--- config.mk ---
export PLATFORM = sky130hd
export DESIGN_NAME = lc3_mem_ctrl
export DESIGN_NICKNAME = d
export VERILOG_FILES = /design/src/rtl/lc3_mem_ctrl.sv
export SDC_FILE = /design/constraint.sdc
export NUM_CORES = 1
export LEC_CHECK = 0
export BUFFER_PORTS_ARGS = -buffer_cell sky130_fd_sc_hd__buf_2
export CORE_AREA = 2 2 87 89
export DETAILED_ROUTE_END_ITERATION = 7
export DIE_AREA = 0 0 89 91
export GPL_ROUTABILITY_DRIVEN = 0
export HOLD_SLACK_MARGIN = 0.06
export PLACE_DENSITY = 0.54
export SLEW_MARGIN = 0
export SYNTH_ARGS = -nofsm -noshare
export SYNTH_HDL_FRONTEND = slang
export SYNTH_SLANG_ARGS = --single-unit
--- constraint.sdc ---
create_clock -name CLK -period 2.6 [get_ports CLK]
set_input_delay 0.26 -clock CLK [delete_from_list [all_inputs] [get_ports CLK]]
set_output_delay 0.26 -clock CLK [all_outputs]
set_load 0.01 [all_outputs]
--- src/rtl/lc3_mem_ctrl.sv ---
// Purpose: LC-3 MAR/MDR memory stage driving an async-read RAM; optional LC3_MMIO_EN adds DDR/DSR display registers.
// Latency: MIO_EN sampled at edge 0 -> R pulses in cycle WAIT_CYCLES+2; back-to-back accesses cost one IDLE cycle.
// Backpressure: BUSY high in ACCESS/DONE; LD_MAR, LD_MDR, MIO_EN and R_W are ignored while busy.
module lc3_mem_ctrl #(
    parameter int ADDR_SIZE   = 16,
    parameter int DATA_SIZE   = 16,
    parameter int WAIT_CYCLES = 1
) (
    input  logic                 CLK,
    input  logic                 RST_N,
    input  logic [DATA_SIZE-1:0] BUS,
    input  logic                 LD_MAR,
    input  logic                 LD_MDR,
    input  logic                 MIO_EN,
    input  logic                 R_W,
    output logic [ADDR_SIZE-1:0] MAR_OUT,
    output logic [DATA_SIZE-1:0] MDR_OUT,
    output logic                 R,
    output logic                 BUSY,
    output logic                 MEM_WE,
    output logic [ADDR_SIZE-1:0] MEM_ADDRESS,
    output logic [DATA_SIZE-1:0] MEM_DATA_IN,
`ifdef LC3_MMIO_EN
    output logic [7:0]           DDR_DATA,
    output logic                 DDR_VALID,
`endif
    input  logic [DATA_SIZE-1:0] MEM_DATA_OUT
);

    typedef enum logic [1:0] {
        IDLE   = 2'd0,
        ACCESS = 2'd1,
        DONE   = 2'd2
    } state_t;

    localparam logic [3:0] WAIT_INIT = 4'(WAIT_CYCLES);

    state_t                 state;
    state_t                 state_nxt;
    logic [3:0]             wait_cnt;
    logic                   op_write;
    logic [ADDR_SIZE-1:0]   mar;
    logic [DATA_SIZE-1:0]   mdr;
    logic                   last_access;
    logic                   ram_we;
    logic [DATA_SIZE-1:0]   read_dat;

    assign last_access = (state == ACCESS) && (wait_cnt == 4'd0);

`ifdef LC3_MMIO_EN
    localparam logic [ADDR_SIZE-1:0] DDR_ADDR = ADDR_SIZE'(16'hFE06);
    localparam logic [ADDR_SIZE-1:0] DSR_ADDR = ADDR_SIZE'(16'hFE04);
    localparam logic [DATA_SIZE-1:0] DSR_RDY  = DATA_SIZE'(16'h8000);

    logic is_ddr;
    logic is_dsr;

    assign is_ddr   = (mar == DDR_ADDR);
    assign is_dsr   = (mar == DSR_ADDR);
    // Display registers never reach the RAM: writes to DDR are diverted, DSR reads always ready.
    assign ram_we   = op_write && !is_ddr;
    assign read_dat = is_dsr ? DSR_RDY : MEM_DATA_OUT;

    // Capture the display byte with the last ACCESS edge so DDR_VALID lines up with R.
    always_ff @(posedge CLK or negedge RST_N) begin
        if (!RST_N) begin
            DDR_DATA  <= 8'h00;
            DDR_VALID <= 1'b0;
        end else begin
            DDR_VALID <= last_access && op_write && is_ddr;
            if (last_access && op_write && is_ddr) begin
                DDR_DATA <= mdr[7:0];
            end
        end
    end
`else
    assign ram_we   = op_write;
    assign read_dat = MEM_DATA_OUT;
`endif

    // State register.
    always_ff @(posedge CLK or negedge RST_N) begin
        if (!RST_N) begin
            state <= IDLE;
        end else begin
            state <= state_nxt;
        end
    end

    // Next-state logic: DONE always returns to IDLE, giving one IDLE gap between accesses.
    always_comb begin
        state_nxt = state;
        case (state)
            IDLE:    if (MIO_EN) state_nxt = ACCESS;
            ACCESS:  if (wait_cnt == 4'd0) state_nxt = DONE;
            DONE:    state_nxt = IDLE;
            default: state_nxt = IDLE;
        endcase
    end

    // Wait-state counter and operation latch, loaded when an access starts.
    always_ff @(posedge CLK or negedge RST_N) begin
        if (!RST_N) begin
            wait_cnt <= 4'd0;
            op_write <= 1'b0;
        end else if (state == IDLE && MIO_EN) begin
            wait_cnt <= WAIT_INIT;
            op_write <= R_W;
        end else if (state == ACCESS && wait_cnt != 4'd0) begin
            wait_cnt <= wait_cnt - 4'd1;
        end
    end

    // MAR/MDR: bus loads only in IDLE so the RAM sees stable address/data; reads land in MDR on the last ACCESS edge.
    always_ff @(posedge CLK or negedge RST_N) begin
        if (!RST_N) begin
            mar <= '0;
            mdr <= '0;
        end else begin
            if (state == IDLE && LD_MAR) begin
                mar <= BUS[ADDR_SIZE-1:0];
            end
            if (state == IDLE && LD_MDR) begin
                mdr <= BUS;
            end else if (last_access && !op_write) begin
                mdr <= read_dat;
            end
        end
    end

    assign MAR_OUT     = mar;
    assign MDR_OUT     = mdr;
    assign MEM_ADDRESS = mar;
    assign MEM_DATA_IN = mdr;
    assign R           = (state == DONE);
    assign BUSY        = (state != IDLE);
    assign MEM_WE      = (state == ACCESS) && ram_we;

endmodule

==> Flow_metrics.wiki, run 1 <==
{| class="wikitable"
! Metric !! Value
|-
| Result of the run || complete, no violations
|-
| Required arrival time at the worst endpoint || 2.77 ns
|-
| Sequential cell fraction of total power || 34.4%
|-
| Share of async-settable or async-resettable flops after synthesis || 100%
|-
| Unrepaired setup endpoints after global routing || false
|-
| Crit start category || register
|-
| Count of mapped cells out of synthesis || 191
|-
| Data arrival time of the critical path || 1.95 ns
|-
| Leading cell type in the layout, fill and taps excluded || sky130_fd_sc_hd__buf_2
|-
| Fraction of the cycle the final worst path needs || 68.6%
|-
| Yosys top cell by area || sky130_fd_sc_hd__dfrtp_1
|-
| Post-route cell area || 0.00258 sq mm
|-
| Final critical delay including setup and external delays || 1.78 ns
|-
| Number of nets with antenna violations after routing || 0
|-
| Setup violation total in the final timing report || 0
|-
| Via Count || 1627
|-
| DIE AREA || 0.00810 sq mm
|-
| Slew Limit Headroom || 37.9%
|-
| GRT overflow || 0
|-
| Number of search-and-repair iterations in the first detailed-routing pass || 4
|-
| Count of synthesis-stage warnings from yosys || 0
|-
| Internal Pwr Total || 2.01 mW
|-
| Placeable core region || 0.00714 sq mm
|-
| Number of max-slew violations in the final report || 0
|-
| Power share of the clock group || 15.7%
|-
| Sw frac || 41.0%
|-
| Category of the critical setup timing path || register to register
|-
| Library cells used by synthesis || 31
|-
| Part of the total power dissipated in combinational logic || 49.9%
|-
| Largest cells by area after synthesis || sky130_fd_sc_hd__dfrtp_1 (47%), sky130_fd_sc_hd__buf_4 (12%), sky130_fd_sc_hd__mux2_2 (9.2%), sky130_fd_sc_hd__nand4b_1 (6.7%), sky130_fd_sc_hd__nand2_1 (6.1%)
|-
| Number of gates resized after cts || 0
|-
| Synthesized net count || 231
|-
| Dominant synthesized flop cell || sky130_fd_sc_hd__dfrtp_1
|-
| CTS Sinks || 39
|-
| First DRT Iteration DRCs || 61
|-
| Peak supply drop || 0.435 mV
|-
| Max H-tree Level || 2
|-
| Hold violation count in the final report || 0
|-
| Worst-path clk slew || 0.08 ns
|-
| Number of core rows || 31
|-
| PortBufs || 104
|-
| Pin count of the biggest net entering global routing || 40
|-
| Area of the mapped netlist || 0.00208 sq mm
|-
| Count of nets after finishing || 305
|-
| Detail-routed via count per cell || 4.46
|-
| Area added between synthesis and finish || 23.9%
|-
| Leak Pwr || 1.26 nW
|-
| Instance area after placement || 0.00246 sq mm
|-
| Worst reg2reg path endpoint || MDR_OUT[14]
|-
| Area of all sequential standard cells || 976 sq um
|-
| Met1 wire length || 2420 um
|-
| Crit path max fanout || 12
|-
| Multi-input combinational cell area || 798 sq um
|-
| Mean routed wirelength per cell || 14.6 um
|-
| Count of pins on the block boundary || 105
|-
| Number of design rule violations left after detail routing || 0
|-
| Width of the chip || 89 um
|-
| Routed WL || 5330 um
|-
| Number of max-cap violations || 0
|-
| Wire length of the first global-routing pass || 8320 um
|-
| Sequential element share of the synthesized area || 46.9%
|-
| Flop-to-flop setup slack || 0.82 ns
|-
| Setup tns final || 0 ns
|-
| Sw power || 1.40 mW
|-
| Tightest Pin Transition || 0.931 ns
|-
| Aggregate global-route resource usage || 13.5%
|-
| Maximum clock frequency || 560 MHz
|-
| Maximum clock insertion buffer count || 2
|-
| Class of the tightest hold or removal check || primary input to asynchronous set/reset pin
|-
| Initial antenna violation count || 0
|-
| Starting Density || 29.1%
|-
| Number of enable flip-flop cells after synthesis || 0
|-
| Share of final-layout standard cells stronger than drive strength 1 || 53.8%
|-
| Post-CTS Setup Inserts || 0
|-
| Filler Cells Inserted || 778
|-
| HPWL after detailed placement || 3800 um
|-
| Clock Latency Late Sink || 0.29 ns
|-
| Most frequent cells in the layout || sky130_fd_sc_hd__buf_2 (104), sky130_fd_sc_hd__dfrtp_1 (39), sky130_fd_sc_hd__nand2_1 (34)
|-
| Diodes inserted || 0
|-
| Number of global-route vias before repair || 1570
|-
| Routed length on met3 || 303 um
|-
| Met2 wirelength from detailed routing || 2560 um
|-
| TritonCTS clock tree || yes
|-
| Num CTS Buffers || 5
|-
| Top routing layer in use || met4
|-
| Number of synthesized register bits || 39
|-
| Die Ht || 91 um
|-
| Critical path capture point type || register
|-
| Mean post-synth cell area || 10.9 sq um
|-
| Root buf cell || sky130_fd_sc_hd__clkbuf_8
|-
| Power density of the placed cells || 1320 mW/mm^2
|-
| Depth of the worst register-to-register path || 6
|-
| Setup Skew || 0.00748 ns
|-
| Fraction of synthesized cell area taken by the top area cell type || 46.9%
|-
| Cts-stage hold buffer count || 0
|-
| Total power || 3.41 mW
|-
| Startpoint of the most critical register-to-register path || wait_cnt[0]
|}
[cell usage after synthesis, types with 2 or more instances]
cell type,number
sky130_fd_sc_hd__buf_4,32
sky130_fd_sc_hd__nor3b_2,2
sky130_fd_sc_hd__inv_1,3
sky130_fd_sc_hd__mux2_2,17
sky130_fd_sc_hd__nand2_1,34
sky130_fd_sc_hd__mux2i_1,2
sky130_fd_sc_hd__nand4b_1,16
sky130_fd_sc_hd__buf_2,3
sky130_fd_sc_hd__nand3_1,3
sky130_fd_sc_hd__clkbuf_1,3
sky130_fd_sc_hd__dfrtp_1,39
sky130_fd_sc_hd__o211ai_1,16
sky130_fd_sc_hd__ha_1,2
sky130_fd_sc_hd__or3b_2,2
[area by class of cell]
class / count / share of cell area [%]
clock buffer: 6 / 3.20
clock inverter: 2 / 1.36
inverter: 3 / 0.437
multi-input combinational: 108 / 31.0
sequential: 39 / 37.9
tap: 99 / 4.81
timing repair buffer: 108 / 21.4
[worst max-delay path, stage by stage, from the launching register on]
cell                       delay, ns
sky130_fd_sc_hd__dfrtp_1        0.41
sky130_fd_sc_hd__inv_1          0.09
sky130_fd_sc_hd__ha_1           0.15
sky130_fd_sc_hd__or3b_4         0.41
sky130_fd_sc_hd__nor3_4         0.21
sky130_fd_sc_hd__buf_4          0.26
sky130_fd_sc_hd__o211ai_1       0.12
[per-layer routing]
layer	vias up	global-route usage (%)
met3	5	3.36
met1	778	18.9
met5	-	0
met4	0	2.99
li1	787	-
met2	57	20.9
[worst max-delay path by stage]
| stage | from | cells past startpoint | endpoint | slack [ns] |
|---|---|---|---|---|
| 4_1_cts | state[0] | 3 | MEM_WE | 0.79 |
| 5_1_grt | wait_cnt[0] | 6 | MDR_OUT[7] | 0.67 |
| 3_3_place_gp | state[0] | 3 | MAR_OUT[4] | 0.84 |
| 6_report | wait_cnt[0] | 6 | MDR_OUT[14] | 0.82 |
| 2_1_floorplan | wait_cnt[0] | 6 | MDR_OUT[15] | 0.99 |
| 3_5_place_dp | state[0] | 3 | MAR_OUT[10] | 0.81 |
[sequential cells by signal, summed over array words and instances, names as in the netlist]
signal and count:
wait_cnt 4, op_write 1, MDR_OUT 16, MAR_OUT 16, state 2
[logic make-up (layout without fill, tap and decap cells)]
group,count (synthesis),in the layout,share of synthesized area (%)
simple gates,67,67,19.6
buf+inv,44,119,14.8
flops,39,39,46.9
compound gates,20,20,7.34
mux,19,19,10.2
fa+ha+maj,2,2,1.20
[power groups by stage]
stage | Combinational (mW) | Clock [mW] | Sequential (mW)
detailed placement | 1.73 | 0 | 1.19
global route | 1.88 | 0.577 | 1.23
floorplan | 1.24 | 0 | 1.26
global placement | 1.71 | 0 | 1.18
CTS | 1.74 | 0.553 | 1.18
finish | 1.70 | 0.535 | 1.17
[metrics by stage]
| step | utilization [%] | setup slack, ns | std cells | hold WS, ns |
|---|---|---|---|---|
| after floorplan | - | 0.991 | 191 | -0.0356 |
| after global placement | 34.5 | 0.837 | 357 | 0.451 |
| after detailed placement | 34.5 | 0.813 | 357 | 0.452 |
| after CTS | 36.1 | 0.794 | 365 | 0.132 |
| after global routing | 36.1 | 0.666 | 365 | 0.162 |
| final | 36.1 | 0.815 | 365 | 0.102 |
(Power assumes the default switching activity.)
==> inputs of run 2 (changes only) <==
--- a/config.mk
+++ b/config.mk
@@ -11,7 +11,7 @@
 export DIE_AREA = 0 0 89 91
 export GPL_ROUTABILITY_DRIVEN = 0
 export HOLD_SLACK_MARGIN = 0.06
-export PLACE_DENSITY = 0.54
+export PLACE_DENSITY = 0.56
 export SLEW_MARGIN = 0
 export SYNTH_ARGS = -nofsm -noshare
 export SYNTH_HDL_FRONTEND = slang
==> constraint.sdc (replaced) <==
create_clock -name CLK -period 1.6 [get_ports CLK]
set_input_delay 0.16 -clock CLK [delete_from_list [all_inputs] [get_ports CLK]]
set_output_delay 0.16 -clock CLK [all_outputs]
set_load 0.01 [all_outputs]
==> run 2 against run 1 <==
The run now ends with negative setup slack left. Sequential power rose by 61%. Final area is 5.7% higher. Final cell count rose by 3.3%. Fmax grew 11%. Die area unchanged. Wire length shrank 0.86%. Utilization is 2.1 points higher. Clock skew increased by 0.00089 ns. Combinational power is 78% higher. Total power grew 69%. Register-to-register slack worse by 0.82 ns. Largest cell class unchanged. Largest power group unchanged. Highest routed layer unchanged.
==> Flow_metrics.wiki, run 2 (synthesis gave the netlist of run 1 again) <==
{| class="wikitable"
! Metric !! Value
|-
| Maximum clock frequency || 622 MHz (was 560 MHz)
|-
| Tightest Pin Transition || 0.372 ns (was 0.931 ns)
|-
| Leading cell type in the layout, fill and taps excluded || sky130_fd_sc_hd__buf_2 (unchanged)
|-
| Clock Latency Late Sink || 0.29 ns (about the same)
|-
| Filler Cells Inserted || 767 (was 778)
|-
| Peak supply drop || 0.653 mV (was 0.435 mV)
|-
| Category of the critical setup timing path || register to register (unchanged)
|-
| Die Ht || 91 um (unchanged)
|-
| Via Count || 1675 (was 1627)
|-
| Diodes inserted || 0 (unchanged)
|-
| Routed WL || 5280 um (was 5330 um)
|-
| CTS Sinks || 39 (unchanged)
|-
| Number of nets with antenna violations after routing || 0 (unchanged)
|-
| Startpoint of the most critical register-to-register path || wait_cnt[1] (was wait_cnt[0])
|-
| Number of design rule violations left after detail routing || 0 (unchanged)
|-
| Starting Density || 29.1% (unchanged)
|-
| First DRT Iteration DRCs || 110 (was 61)
|-
| Number of max-slew violations in the final report || 0 (unchanged)
|-
| Total power || 5.75 mW (was 3.41 mW)
|-
| Wire length of the first global-routing pass || 8160 um (was 8320 um)
|-
| Critical path capture point type || register (unchanged)
|-
| Instance count after placement with tap cells included || 367 (was 357)
|-
| Fraction of the cycle the final worst path needs || 101% (was 68.6%)
|-
| Post-route cell area || 0.00272 sq mm (was 0.00258 sq mm)
|-
| Max H-tree Level || 2 (unchanged)
|-
| Multi-input combinational cell area || 811 sq um (was 798 sq um)
|-
| Most frequent cells in the layout || sky130_fd_sc_hd__buf_2 (104), sky130_fd_sc_hd__dfrtp_1 (39), sky130_fd_sc_hd__nand2_1 (34) (unchanged)
|-
| Result of the run || finished with violations (was complete, no violations)
|-
| Timing startpoint of the critical path || wait_cnt[1] (was wait_cnt[0])
|-
| Internal Pwr Total || 3.45 mW (was 2.01 mW)
|-
| Violations in the final reports || negative setup slack
|-
| Worst-path clk slew || 0.08 ns (about the same)
|-
| Post-layout instance count excluding filler cells || 377 (was 365)
|-
| Setup Skew || 0.00836 ns (was 0.00748 ns)
|-
| Slew Limit Headroom || 75.2% (was 37.9%)
|-
| Sw power || 2.31 mW (was 1.40 mW)
|-
| Power share of the clock group || 14.9% (was 15.7%)
|-
| Worst reg2reg path endpoint || MDR_OUT[9] (was MDR_OUT[14])
|-
| Required arrival time at the worst endpoint || 1.77 ns (was 2.77 ns)
|-
| Crit start category || register (unchanged)
|-
| Hold violation count in the final report || 0 (unchanged)
|-
| Data arrival time of the critical path || 1.78 ns (was 1.95 ns)
|-
| Crit path largest cell delay || 0.41 ns (about the same)
|-
| Leak Pwr || 1.33 nW (was 1.26 nW)
|-
| Sequential cell fraction of total power || 32.6% (was 34.4%)
|-
| Area of all sequential standard cells || 976 sq um (unchanged)
|-
| Number of global-route vias before repair || 1622 (was 1570)
|-
| Area added between synthesis and finish || 31.0% (was 23.9%)
|-
| PortBufs || 104 (unchanged)
|-
| Aggregate global-route resource usage || 13.0% (was 13.5%)
|-
| Power density of the placed cells || 2110 mW/mm^2 (was 1320 mW/mm^2)
|-
| Cell-by-cell trace of the critical path || inv_2 -> ha_4 -> or3b_4 -> nor3_4 -> buf_12 -> o211ai_1 (was inv_1 -> ha_1 -> or3b_4 -> nor3_4 -> buf_4 -> o211ai_1)
|-
| Mean routed wirelength per cell || 14.0 um (was 14.6 um)
|-
| Final WS setup || -0.00846 ns (was 0.815 ns)
|-
| Count of nets after finishing || 317 (was 305)
|-
| Slowest library cell on the worst path || sky130_fd_sc_hd__dfrtp_1 (unchanged)
|-
| Setup violation total in the final timing report || 5 (was 0)
|-
| TritonCTS clock tree || yes (unchanged)
|-
| Width of the chip || 89 um (unchanged)
|-
| Num CTS Buffers || 5 (unchanged)
|-
| Maximum clock insertion buffer count || 2 (unchanged)
|-
| HPWL after detailed placement || 4050 um (was 3800 um)
|-
| Placeable core region || 0.00714 sq mm (unchanged)
|-
| Number of search-and-repair iterations in the first detailed-routing pass || 4 (unchanged)
|-
| Routed length on met3 || 325 um (was 303 um)
|-
| Pin count of the biggest net entering global routing || 17 (was 40)
|-
| Final critical delay including setup and external delays || 1.61 ns (was 1.78 ns)
|-
| Flop-to-flop setup slack || -0.008 ns (was 0.82 ns)
|-
| DIE AREA || 0.00810 sq mm (unchanged)
|-
| Number of max-cap violations || 0 (unchanged)
|-
| Crit path max fanout || 12 (unchanged)
|-
| Class of the tightest hold or removal check || primary input to register (was primary input to asynchronous set/reset pin)
|-
| Top routing layer in use || met4 (unchanged)
|-
| Setup tns final || -0.0242 ns (was 0 ns)
|-
| Detail-routed via count per cell || 4.44 (was 4.46)
|-
| Count of pins on the block boundary || 105 (unchanged)
|-
| Unrepaired setup endpoints after global routing || true (was false)
|-
| Met2 wirelength from detailed routing || 2620 um (was 2560 um)
|-
| GRT overflow || 0 (unchanged)
|-
| Depth of the worst register-to-register path || 6 (unchanged)
|-
| Part of the total power dissipated in combinational logic || 52.4% (was 49.9%)
|-
| Worst setup path endpoint || MDR_OUT[9] (was MDR_OUT[14])
|-
| Share of final-layout standard cells stronger than drive strength 1 || 56.5% (was 53.8%)
|-
| Met1 wire length || 2300 um (was 2420 um)
|-
| Number of core rows || 31 (unchanged)
|-
| Instance area after placement || 0.00257 sq mm (was 0.00246 sq mm)
|-
| Sw frac || 40.1% (was 41.0%)
|-
| Initial antenna violation count || 0 (unchanged)
|-
| Root buf cell || sky130_fd_sc_hd__clkbuf_8 (unchanged)
|}
==> run 2: cell types whose count changed in the layout (fill, tap and decap cells not counted), sizes merged <==
| cell | previous run | this run |
|---|---|---|
| buf | 108 | 119 |
| dlygate4sd3 | 0 | 1 |
==> run 2: layout make-up <==
class / count / share of cell area (%)
clock inverters: 2 / 1.29
repair buffers: 120 / 25.1
flip-flops and latches: 39 / 35.8
clock buffers: 6 / 3.03
well taps: 99 / 4.55
multi-input cells: 108 / 29.8
inverters: 3 / 0.413
==> run 2: routing by layer <==
metal,vias to the layer above,GRT usage [%]
li1,806,-
met4,0,3.11
met3,5,3.55
met5,-,0
met2,59,21.2
met1,805,17.0
==> run 2: through the flow <==
| stage | setup slack [ns] | hold WS [ns] | util [%] |
|---|---|---|---|
| after floorplan | -0.00926 | -0.136 | - |
| after global placement | 0.0655 | 0.0989 | 36.0 |
| after detailed placement | -0.00370 | 0.0969 | 36.0 |
| after CTS | -0.00594 | 0.103 | 37.8 |
| after global routing | -0.0693 | 0.107 | 38.2 |
| final | -0.00846 | 0.109 | 38.2 |
==> run 2: worst max-delay path: cells and delay by family, from the launching register on <==
| family | cells | cell delay (ns) |
|---|---|---|
| compound gates | 1 | 0.10 |
| fa+ha+maj | 1 | 0.12 |
| buf+inv | 2 | 0.26 |
| flops | 1 | 0.41 |
| simple gates | 2 | 0.58 |
==> run 2: how the worst min path moves through the flow <==
stage / slack [ns] / endpoint / depth (start not counted) / startpoint
after CTS: 0.10 / MAR_OUT[1] / 2 / BUS[1]
final: 0.11 / op_write / 2 / R_W
after global routing: 0.11 / MAR_OUT[0] / 2 / BUS[0]
after global placement: 0.1 / MAR_OUT[15] / 1 / RST_N
after detailed placement: 0.1 / MDR_OUT[15] / 1 / RST_N
after floorplan: -0.14 / MAR_OUT[0] / 0 / RST_N
==> run 2: repair_timing <==
action | in CTS | in global routing
buffers inserted | 0 | 1
setup endpoints to repair | 11 | 16
resized for setup | 1 | 4
hold endpoints to repair | 13 | 0
hold buffers | 1 | 0
pin swaps | 0 | 3
==> run 2: power by group through the flow <==
| stage | clock [mW] | sequential, mW | combinational (mW) |
|---|---|---|---|
| finish | 0.860 | 1.88 | 3.02 |
| global route | 0.934 | 1.96 | 3.30 |
| CTS | 0.893 | 1.89 | 3.03 |
| detailed placement | 0 | 1.90 | 3.02 |
| global placement | 0 | 1.88 | 2.98 |
| floorplan | 0 | 2.05 | 2.02 |
==> inputs of run 3 (changes only) <==
--- a/config.mk
+++ b/config.mk
@@ -7,11 +7,14 @@
 export LEC_CHECK = 0
 export BUFFER_PORTS_ARGS = -buffer_cell sky130_fd_sc_hd__buf_2
 export CORE_AREA = 2 2 87 89
+export CTS_CLUSTER_SIZE = 10
 export DETAILED_ROUTE_END_ITERATION = 7
 export DIE_AREA = 0 0 89 91
 export GPL_ROUTABILITY_DRIVEN = 0
+export GPL_TIMING_DRIVEN = 0
 export HOLD_SLACK_MARGIN = 0.06
 export PLACE_DENSITY = 0.56
+export REMOVE_ABC_BUFFERS = 1
 export SLEW_MARGIN = 0
 export SYNTH_ARGS = -nofsm -noshare
 export SYNTH_HDL_FRONTEND = slang
==> run 3 against run 2 <==
The flow still finishes with violations (negative setup slack). Highest routed layer unchanged. Non-clock buffer count is 2 lower. Total power hardly changed. Fmax decreased by 4.9%. Sequential share of layout area increased by 0.11 points. First-iteration DRC count fell by 69%. Final cell count down 0.27%.
==> Flow_metrics.wiki, run 3 (synthesis gave the netlist of run 1 again) <==
{| class="wikitable"
! Metric !! Value
|-
| Leading cell type in the layout, fill and taps excluded || sky130_fd_sc_hd__buf_2 (unchanged)
|-
| Maximum clock frequency || 591 MHz (was 622 MHz)
|-
| Final core occ || 38.1% (was 38.2%)
|-
| Timing startpoint of the critical path || wait_cnt[1] (unchanged)
|-
| Setup tns final || -0.875 ns (was -0.0242 ns)
|-
| Worst reg2reg path endpoint || MDR_OUT[1] (was MDR_OUT[9])
|-
| Startpoint of the most critical register-to-register path || wait_cnt[1] (unchanged)
|-
| Leak Pwr || 1.32 nW (was 1.33 nW)
|-
| Depth of the worst register-to-register path || 6 (unchanged)
|-
| Required arrival time at the worst endpoint || 1.75 ns (was 1.77 ns)
|-
| Critical path capture point type || register (unchanged)
|-
| Count of pins on the block boundary || 105 (unchanged)
|-
| GRT overflow || 0 (unchanged)
|-
| Mean routed wirelength per cell || 15.4 um (was 14.0 um)
|-
| Number of search-and-repair iterations in the first detailed-routing pass || 4 (unchanged)
|-
| Sw power || 2.37 mW (was 2.31 mW)
|-
| Cell-by-cell trace of the critical path || inv_2 -> ha_4 -> or3b_4 -> nor3_4 -> buf_6 -> o211ai_1 (was inv_2 -> ha_4 -> or3b_4 -> nor3_4 -> buf_12 -> o211ai_1)
|-
| Tightest Pin Transition || 0.928 ns (was 0.372 ns)
|-
| CTS Sinks || 39 (unchanged)
|-
| Detail-routed via count per cell || 4.52 (was 4.44)
|-
| Initial antenna violation count || 0 (unchanged)
|-
| Maximum clock insertion buffer count || 2 (unchanged)
|-
| Worst setup path endpoint || MDR_OUT[1] (was MDR_OUT[9])
|-
| Setup Skew || 0.00597 ns (was 0.00836 ns)
|-
| Flop-to-flop setup slack || -0.09 ns (was -0.008 ns)
|-
| Hold violation count in the final report || 0 (unchanged)
|-
| Max H-tree Level || 2 (unchanged)
|-
| Number of nets with antenna violations after routing || 0 (unchanged)
|-
| Slew Limit Headroom || 38.2% (was 75.2%)
|-
| Crit path largest cell delay || 0.42 ns (was 0.41 ns)
|-
| Number of core rows || 31 (unchanged)
|-
| Instance count after placement with tap cells included || 353 (was 367)
|-
| Filler Cells Inserted || 757 (was 767)
|-
| Pin count of the biggest net entering global routing || 40 (was 17)
|-
| Crit start category || register (unchanged)
|-
| Fraction of the cycle the final worst path needs || 106% (was 101%)
|-
| Class of the tightest hold or removal check || primary input to register (unchanged)
|-
| Result of the run || finished with violations (unchanged)
|-
| Post-route cell area || 0.00272 sq mm (about the same)
|-
| Root buf cell || sky130_fd_sc_hd__clkbuf_8 (unchanged)
|-
| Die Ht || 91 um (unchanged)
|-
| Placeable core region || 0.00714 sq mm (unchanged)
|-
| PortBufs || 104 (unchanged)
|-
| Count of nets after finishing || 316 (was 317)
|-
| Final critical delay including setup and external delays || 1.69 ns (was 1.61 ns)
|-
| Worst setup slack before clock tree synthesis || -0.644 ns (was -0.00370 ns)
|-
| Power density of the placed cells || 2110 mW/mm^2 (about the same)
|-
| First DRT Iteration DRCs || 34 (was 110)
|-
| Wire length of the first global-routing pass || 8180 um (was 8160 um)
|-
| Clock Latency Late Sink || 0.28 ns (was 0.29 ns)
|-
| Width of the chip || 89 um (unchanged)
|-
| DIE AREA || 0.00810 sq mm (unchanged)
|-
| Power share of the clock group || 12.7% (was 14.9%)
|-
| Number of design rule violations left after detail routing || 0 (unchanged)
|-
| Peak supply drop || 0.782 mV (was 0.653 mV)
|-
| Crit path max fanout || 7 (was 12)
|-
| Setup violation total in the final timing report || 16 (was 5)
|-
| Data arrival time of the critical path || 1.84 ns (was 1.78 ns)
|-
| Violations in the final reports || negative setup slack (unchanged)
|-
| Instance area after placement || 0.00243 sq mm (was 0.00257 sq mm)
|-
| Post-layout instance count excluding filler cells || 376 (was 377)
|-
| Diodes inserted || 0 (unchanged)
|-
| Part of the total power dissipated in combinational logic || 53.6% (was 52.4%)
|-
| Number of max-slew violations in the final report || 0 (unchanged)
|-
| Internal Pwr Total || 3.39 mW (was 3.45 mW)
|-
| Worst Hold Slack || 0.116 ns (was 0.109 ns)
|-
| TritonCTS clock tree || yes (unchanged)
|-
| Starting Density || 29.1% (unchanged)
|-
| Area added between synthesis and finish || 30.9% (was 31.0%)
|-
| Number of global-route vias before repair || 1583 (was 1622)
|-
| Total power || 5.76 mW (was 5.75 mW)
|-
| Unrepaired setup endpoints after global routing || true (unchanged)
|-
| Sequential cell fraction of total power || 33.7% (was 32.6%)
|-
| Category of the critical setup timing path || register to register (unchanged)
|-
| Aggregate global-route resource usage || 13.2% (was 13.0%)
|-
| Final WS setup || -0.0913 ns (was -0.00846 ns)
|-
| Number of max-cap violations || 0 (unchanged)
|-
| Via Count || 1701 (was 1675)
|-
| Num CTS Buffers || 5 (unchanged)
|-
| Worst-path clk slew || 0.08 ns (about the same)
|-
| HPWL after detailed placement || 3550 um (was 4050 um)
|-
| Share of final-layout standard cells stronger than drive strength 1 || 56.7% (was 56.5%)
|-
| Routed WL || 5790 um (was 5280 um)
|-
| Sw frac || 41.2% (was 40.1%)
|-
| Slowest library cell on the worst path || sky130_fd_sc_hd__dfrtp_1 (unchanged)
|-
| Most frequent cells in the layout || sky130_fd_sc_hd__buf_2 (104), sky130_fd_sc_hd__dfrtp_1 (37), sky130_fd_sc_hd__nand2_1 (34) (was sky130_fd_sc_hd__buf_2 (104), sky130_fd_sc_hd__dfrtp_1 (39), sky130_fd_sc_hd__nand2_1 (34))
|}
## run 3: power groups by stage
stage                     sequential [mW]  combinational, mW  clock (mW)
after floorplan                      2.29               1.14           0
after global placement               1.90               2.71           0
after detailed placement             1.93               2.72           0
after CTS                            1.94               2.87       0.761
after global routing                 2.04               3.37       0.804
final                                1.94               3.09       0.730
## run 3: routing by layer
metal | global-route usage (%) | part of all wire [%] | vias to the layer above
li1 | - | - | 809
met1 | 18.1 | 46 | 826
met2 | 20.8 | 47 | 64
met3 | 3.45 | 6.0 | 2
met4 | 2.61 | 0.33 | 0
met5 | 0 | 0 | -
## run 3: what timing repair did
action,CTS,global route
endpoints found under the setup margin,38,19
hold endpoints to repair,39,0
pin swaps,2,18
resized for setup,6,9
gates cloned,0,3
buffers inserted,6,5
hold buffers,1,0
## run 3: worst min path at each step
stage | startpoint | to | slack, ns | depth (start not counted)
finish | R_W | op_write | 0.12 | 2
global route | R_W | op_write | 0.11 | 2
CTS | BUS[11] | MDR_OUT[11] | 0.11 | 3
detailed placement | RST_N | state[1] | 0.35 | 1
global placement | RST_N | state[1] | 0.36 | 1
floorplan | RST_N | MAR_OUT[0] | -0.14 | 0
## run 3: cell type report
class / count / area [sq um] / area share (%)
flip-flops and latches: 39 / 978 / 35.9
multi-input cells: 109 / 840 / 30.8
repair buffers: 118 / 669 / 24.6
well taps: 99 / 124 / 4.55
clock buffers: 8 / 100 / 3.68
inverters: 3 / 11.3 / 0.414
## run 3: worst max-delay path, delay by kind of cell, from the launching register on
kind / cells / cell delay, ns
AO/OA/AOI/OAI: 1 / 0.10
adder cells (fa/ha/maj): 1 / 0.13
buffers and inverters: 2 / 0.28
flip-flops: 1 / 0.42
AND/OR/NAND/NOR: 2 / 0.63
